### config.mk
export PLATFORM = sky130hd
export DESIGN_NAME = checksum_seq
export DESIGN_NICKNAME = d
export VERILOG_FILES = /design/src/rtl/checksum_pkg.sv /design/src/rtl/ocadd16.sv /design/src/rtl/checksum_seq.sv
export SDC_FILE = /design/constraint.sdc
export NUM_CORES = 1
export LEC_CHECK = 0
export CAP_MARGIN = 30
export CORE_UTILIZATION = 25
export CTS_BUF_LIST = sky130_fd_sc_hd__clkbuf_8 sky130_fd_sc_hd__clkbuf_16
export DETAILED_ROUTE_END_ITERATION = 8
export GPL_TIMING_DRIVEN = 0
export PLACE_DENSITY = 0.51
export SYNTH_ARGS = -nofsm -noshare
export SYNTH_HDL_FRONTEND = slang
export SYNTH_SLANG_ARGS = --single-unit
### constraint.sdc
create_clock -name clk -period 9 [get_ports clk]
set_input_delay 1.8 -clock clk [delete_from_list [all_inputs] [get_ports clk]]
set_output_delay 1.8 -clock clk [all_outputs]
set_load 0.02 [all_outputs]
### src/rtl/checksum_pkg.sv
// Shared definitions for the one's-complement checksum sequencer.
package checksum_pkg;

    localparam int SUM_W     = 16;
    localparam int LEN_W_DEF = 4;

    typedef enum logic [1:0] {
        IDLE  = 2'd0,
        ACCUM = 2'd1,
        DONE  = 2'd2
    } state_t;

endpackage

### src/rtl/ocadd16.sv
// 16-bit one's-complement adder: the carry-out is folded back into bit 0.
module ocadd16
    import checksum_pkg::*;
(
    input  logic [SUM_W-1:0] a,
    input  logic [SUM_W-1:0] b,
    output logic [SUM_W-1:0] sum
);

    logic [SUM_W:0] raw;

    // The largest raw sum is 0x1FFFE, so re-adding the carry never carries again.
    always_comb begin
        raw = {1'b0, a} + {1'b0, b};
        sum = raw[SUM_W-1:0] + {{(SUM_W-1){1'b0}}, raw[SUM_W]};
    end

endmodule

### src/rtl/checksum_seq.sv
// Sequential Internet-style checksum over a block of 32-bit words; each word
// contributes two 16-bit addends, and the result is the complemented sum.
module checksum_seq
    import checksum_pkg::*;
#(
    parameter int LEN_W = LEN_W_DEF
) (
    input  logic             clk,
    input  logic             rst_n,
    input  logic             start,
    input  logic [LEN_W-1:0] len,
    output logic             busy,
    input  logic             in_valid,
    output logic             in_ready,
    input  logic [31:0]      in_data,
    output logic             out_valid,
    input  logic             out_ready,
    output logic [SUM_W-1:0] out_csum
);

    state_t             state, state_nxt;
    logic [SUM_W-1:0]   acc, acc_nxt;
    logic [LEN_W-1:0]   cnt, cnt_nxt;
    logic [SUM_W-1:0]   sum_hi, sum_lo;
    logic               accept;

    ocadd16 u_add_hi (
        .a   (acc),
        .b   (in_data[31:16]),
        .sum (sum_hi)
    );

    ocadd16 u_add_lo (
        .a   (sum_hi),
        .b   (in_data[15:0]),
        .sum (sum_lo)
    );

    always_ff @(posedge clk) begin
        if (!rst_n) begin
            state <= IDLE;
            acc   <= '0;
            cnt   <= '0;
        end else begin
            state <= state_nxt;
            acc   <= acc_nxt;
            cnt   <= cnt_nxt;
        end
    end

    always_comb begin
        state_nxt = state;
        acc_nxt   = acc;
        cnt_nxt   = cnt;
        busy      = (state != IDLE);
        in_ready  = (state == ACCUM);
        out_valid = (state == DONE);
        out_csum  = (state == DONE) ? ~acc : '0;
        accept    = in_valid && (state == ACCUM);

        unique case (state)
            IDLE: begin
                if (start) begin
                    acc_nxt   = '0;
                    cnt_nxt   = len;
                    state_nxt = (len == '0) ? DONE : ACCUM;
                end
            end
            ACCUM: begin
                if (accept) begin
                    acc_nxt = sum_lo;
                    cnt_nxt = cnt - 1'b1;
                    if (cnt == {{(LEN_W-1){1'b0}}, 1'b1}) begin
                        state_nxt = DONE;
                    end
                end
            end
            DONE: begin
                if (out_ready) begin
                    state_nxt = IDLE;
                end
            end
            default: state_nxt = IDLE;
        endcase
    end

endmodule

# Word-level counts from Yosys, hierarchy flattened
# Cells that the tools add are included.
[totals]
regBits = 22
input_bits = 41
output_inout_bits = 19
word_cells = 36
[op_classes]
n_addsub = 5
eq_ne = 7
mux = 13
bitwise = 1
reduce_logical = 7
[op_table]
columns = ["cell", "count"]
rows = [
  ["$mux 16", 3],
  ["$add 16x16->17", 2],
  ["$add 16x1->16", 2],
  ["$pmux 16 s2", 1],
  ["$not 16->16", 1],
  ["$mux 2", 5],
  ["$mux 4", 2],
  ["$pmux 4 s2", 1],
  ["$ne 2x1->1 const B", 3],
  ["$pmux 2 s3", 1],
  ["$eq 4x1->1 const B", 1],
  ["$logic_not 4->1", 1],
  ["$reduce_and 4->1", 1],
  ["$reduce_bool 2->1", 2],
  ["$sub 4x1->4 const B", 1],
  ["$reduce_and 3->1", 1],
  ["$eq 2x1->1 const B", 1],
  ["$eq 2x2->1 const B", 1],
  ["$logic_not 2->1", 1],
  ["$ne 2x2->1 const B", 1],
  ["$logic_and 1x1->1", 1],
]

# Logic depth before layout (Yosys ltp)
[logic_depth]
word_depth = 6
depth_mapped = 34
ltp_nobuf = 34

# By module
# From an unflattened synthesis, not the netlist that was laid out.
[unflattened]
hier_cells = 430
hier_area_um2 = 3306.9
[by_module_without_submodules]
columns = ["mod", "n_inst", "cells_per_inst", "area_each_um2", "seq_area_each_um2"]
rows = [
  ["ocadd16", 2, 146, 1109.8, 0.0],
  ["checksum_seq", 1, 138, 1087.3, 440.4],
]

# Worst setup path before layout
# No wires, ideal clock.
[synth_timing]
path_type = "input to register"
start = "in in_data[16]"
end = "reg acc[15]"
setup_ns = 0.062
arrival_time_ns = 7.490
required_ns = 8.938
slack_ns = 1.448
cell_stages = 34
n_path_buf = 0
path_cell_list = "ha_1 -> inv_1 -> fa_1 -> nor2b_1 -> o31a_1 -> o211ai_2 -> a21oi_1 -> a2111oi_2 -> nor2_1 -> a21o_1 -> a21o_1 -> ha_1 -> nor2b_1 -> nor2b_1 -> nand3_1 -> nor2_1 -> nand3_1 -> xnor2_1 -> ha_1 -> and3_1 -> nand3_1 -> o22ai_1 -> o21ai_0 -> a21oi_1 -> o21ai_0 -> nand2b_1 -> ha_1 -> nand2_1 -> nor2_1 -> o2111ai_1 -> a211oi_4 -> o2111ai_2 -> or4b_1 -> nand3_1"
[synth_between]
elab_chain_len = 6
[synth_lines]
columns = ["element", "line", "rtl"]
rows = [
  ["start, declared", "checksum_seq.sv:15", "input logic [31:0] in_data,"],
  ["$add 16x16->17", "ocadd16.sv:14", "raw = {1'b0, a} + {1'b0, b};"],
  ["$add 16x1->16", "ocadd16.sv:15", "sum = raw[SUM_W-1:0] + {{(SUM_W-1){1'b0}}, raw[SUM_W]};"],
  ["$add 16x16->17", "ocadd16.sv:14", ""],
  ["$add 16x1->16", "ocadd16.sv:15", ""],
  ["$mux 16", "checksum_seq.sv:70", "if (accept) begin"],
  ["$pmux 16 s2", "checksum_seq.sv:61", "unique case (state)"],
  ["end signal, assigned", "checksum_seq.sv:46", "acc <= acc_nxt;"],
  ["end, declared", "checksum_seq.sv:22", "logic [SUM_W-1:0] acc, acc_nxt;"],
]
# Every way passes these cells. The select of a mux whose other input is x is not followed.
# A chain may end at the register's enable or synchronous reset.

# Worst setup path after layout
# Ends and elaborated chain as after synthesis.

==> metrics.txt <==
status=completed; CP max stage cell=or4b_1; CTS H-Tree Depth=1; die height=115 um; clock skew=0.00206 ns; EDFF count, synth=0; share of the synthesized area in the top cell type=15.3%; Critical R2R Launch=acc[0]$_SDFFE_PN0P_; gr usage total=13.9%; Synth Warn #=0; DR pass1 iterations=5; Yosys cell types=71; min-delay worst type=flop to flop; clock tree buffer depth=2; Initial Utilization=26.1%; via count=3146; core area=0.0122 mm^2; Die W=115 um; count leader, synth=nor2_1; via density per instance=4.86; top cells by area, synth=ha_1 15%, dfxtp_1 14%, nor2_1 6.2%; Nets=562; crit path max fanout=5; cell row count=40; vias in the first global route=3013; CP arrival=8.75 ns; CP Launch Type=primary input; unrepaired setup endpoints after global routing=false; global route total overflow=0; Die Area=0.0132 mm^2; Final Wtd Congestion=0.835; initial antenna violation count=0; Iter 0 DRT Violations=178; pin count of the biggest net entering global routing=14; Final Slew Violations=0; Commonest cells post-synth=53 x nor2_1, 39 x ha_1, 22 x dfxtp_1, 22 x xnor2_1, 21 x a21oi_1; final core utilization=34.6%; clk_lat worst skew=0.25 ns; root buffer cell=clkbuf_16; Slew headroom=57.6%; LEAKAGE=1.70 nW; fin crit period=8.55 ns; PortBufs=59; CP required=9.20 ns; IO Pins=60; Cells after Synth=411; R2R depth=34; Area after DPL=0.00399 mm^2; area leader, netlist=ha_1; Post-DRT Antenna Nets=0; CTS tree=yes; Fmax=117 MHz; fin crit share=95.0%; Worst Hold End=acc[14]$_SDFFE_PN0P_; Post-route DRC=0; ys flop type=dfxtp_1; # hold bufs at CTS=0; max_cap viols=0; Crit Path Class=primary input to flop; R2R Setup Slk=2.05 ns; Max VDD drop=0.0000513 V; CTS sink cnt=22; slew at the pin closest to its max-slew limit=0.636 ns; global-route wire length before repair=14600 um; total power=686 uW; Hold Path Depth=2; Final HPWL DP=7660 um; pwr dens=162 mW/mm^2; final worst slack=0.452 ns; Hold WS=0.511 ns; dpl ws=-0.469 ns; clock-pin slew on the worst setup and hold paths=0.06 ns; CTS buffer count=3; routed wire length=9160 um; Worst R2R End=acc[15]$_SDFFE_PN0P_; WL per Instance=14.2 um; Final setup viols=0; Syn Area/Cell=7.76 um^2; layout cells sized above 1=10.4%; #FFs+latches synth=22; ANT cells=0; hold_sp=acc[14]$_SDFFE_PN0P_; cell area after layout=0.00423 mm^2; Async S/R FF share, synth=0%; Syn Nets=493; Worst setup EP type=flop; Synth Cell Area=0.00319 mm^2; synth-to-layout area growth=32.6%; Final Hold Fails=0; Seq/Total Area, Yosys=13.8%; crit-path max cell delay=0.55 ns
[power by group]
group / internal [mW] / switching (mW) / total [mW]
clock: 0.0883 / 0.0352 / 0.123
combinational: 0.187 / 0.256 / 0.443
sequential: 0.108 / 0.0112 / 0.120
[layout make-up]
class	instances	area, um^2
Fill cell	1324	7980
Multi-Input combinational cell	361	2710
Timing Repair Buffer	64	628
Sequential cell	22	440
Tap cell	168	210
Clock buffer	3	75.1
Buffer	11	75.1
Inverter	17	63.8
Clock inverter	1	30.0
[logic make-up after synthesis]
family,count (synthesis),share of synthesized area [%]
and+or+nand+nor,153,23.8
AOI/OAI and AO/OA,123,28.8
xor gates and xnor gates,40,11.4
buffers and inverters,28,4.35
muxes,4,1.29
DFF,22,13.8
adders and majority gates,41,16.6
[flip-flops by register name (all words and copies together), names as in the netlist]
name   cells
state      2
cnt        4
acc       16
[critical path, delay by kind of cell]
family,cells,cell delay (ns)
AOI/OAI and AO/OA,16,2.67
and+or+nand+nor,11,2.19
adders and majority gates,5,1.40
buffers and inverters,2,0.53
xor gates and xnor gates,1,0.18
[what timing repair did]
item,4_1_cts,5_1_grt
hold endpoints to repair,0,0
setup buffers,0,5
endpoints found under the setup margin,2,9
pin swaps,0,4
gates resized for setup,3,15
[worst max-delay path by stage]
| stage | start | to | slack, ns | cells after the start |
|---|---|---|---|---|
| 4_1_cts | in_data[16] | acc[15]$_SDFFE_PN0P_ | 0.01 | 35 |
| 3_3_place_gp | in_data[16] | acc[15]$_SDFFE_PN0P_ | -0.37 | 35 |
| 5_1_grt | in_data[16] | acc[15]$_SDFFE_PN0P_ | 0.006 | 35 |
| 6_report | in_data[16] | acc[15]$_SDFFE_PN0P_ | 0.45 | 35 |
| 2_1_floorplan | in_data[16] | acc[15]$_SDFFE_PN0P_ | 1.45 | 34 |
| 3_5_place_dp | in_data[16] | acc[15]$_SDFFE_PN0P_ | -0.47 | 35 |
[stage by stage]
stage	setup TNS, ns	instances
after floorplan	0	411
after global placement	-0.796	638
after detailed placement	-1.45	638
after CTS	0	642
after global routing	0	647
final	0	647
[layout by cell type (no fill, tap or decap), types with 3 or more instances in the layout]
master | synthesis | final
o21bai_1 | 5 | 5
and3_1 | 6 | 5
xor2_1 | 17 | 17
ha_1 | 39 | 37
a21o_1 | 10 | 10
mux2i_1 | 3 | 3
nor2_1 | 53 | 51
nor2b_1 | 6 | 4
clkbuf_16 | 0 | 3
clkbuf_1 | 6 | 6
or2_2 | 4 | 4
a211oi_1 | 10 | 10
nor3b_1 | 3 | 3
nand3_1 | 19 | 17
inv_1 | 17 | 17
a21oi_1 | 21 | 19
and2_1 | 3 | 3
o22ai_1 | 4 | 3
dfxtp_1 | 22 | 22
a32oi_1 | 3 | 3
xnor2_1 | 22 | 22
nor3_1 | 15 | 15
nand2b_1 | 8 | 8
nand2_1 | 19 | 19
buf_4 | 1 | 6
clkdlybuf4s50_1 | 0 | 59
a22oi_1 | 7 | 7
o21a_1 | 3 | 3
a21oi_2 | 2 | 4
o21ai_1 | 3 | 3
buf_6 | 4 | 4
o21ai_0 | 19 | 19
nor4_1 | 5 | 5
[metal layers]
metal / vias to the layer above / part of all wire (%) / track usage [%]
met2: 50 / 44 / 23.0
met3: 9 / 3.3 / 1.42
li1: 1666 / - / -
met1: 1421 / 51 / 19.4
met5: - / 0 / 0
met4: 0 / 1.5 / 3.12
No activity file was read; power rests on OpenSTA's default activity.
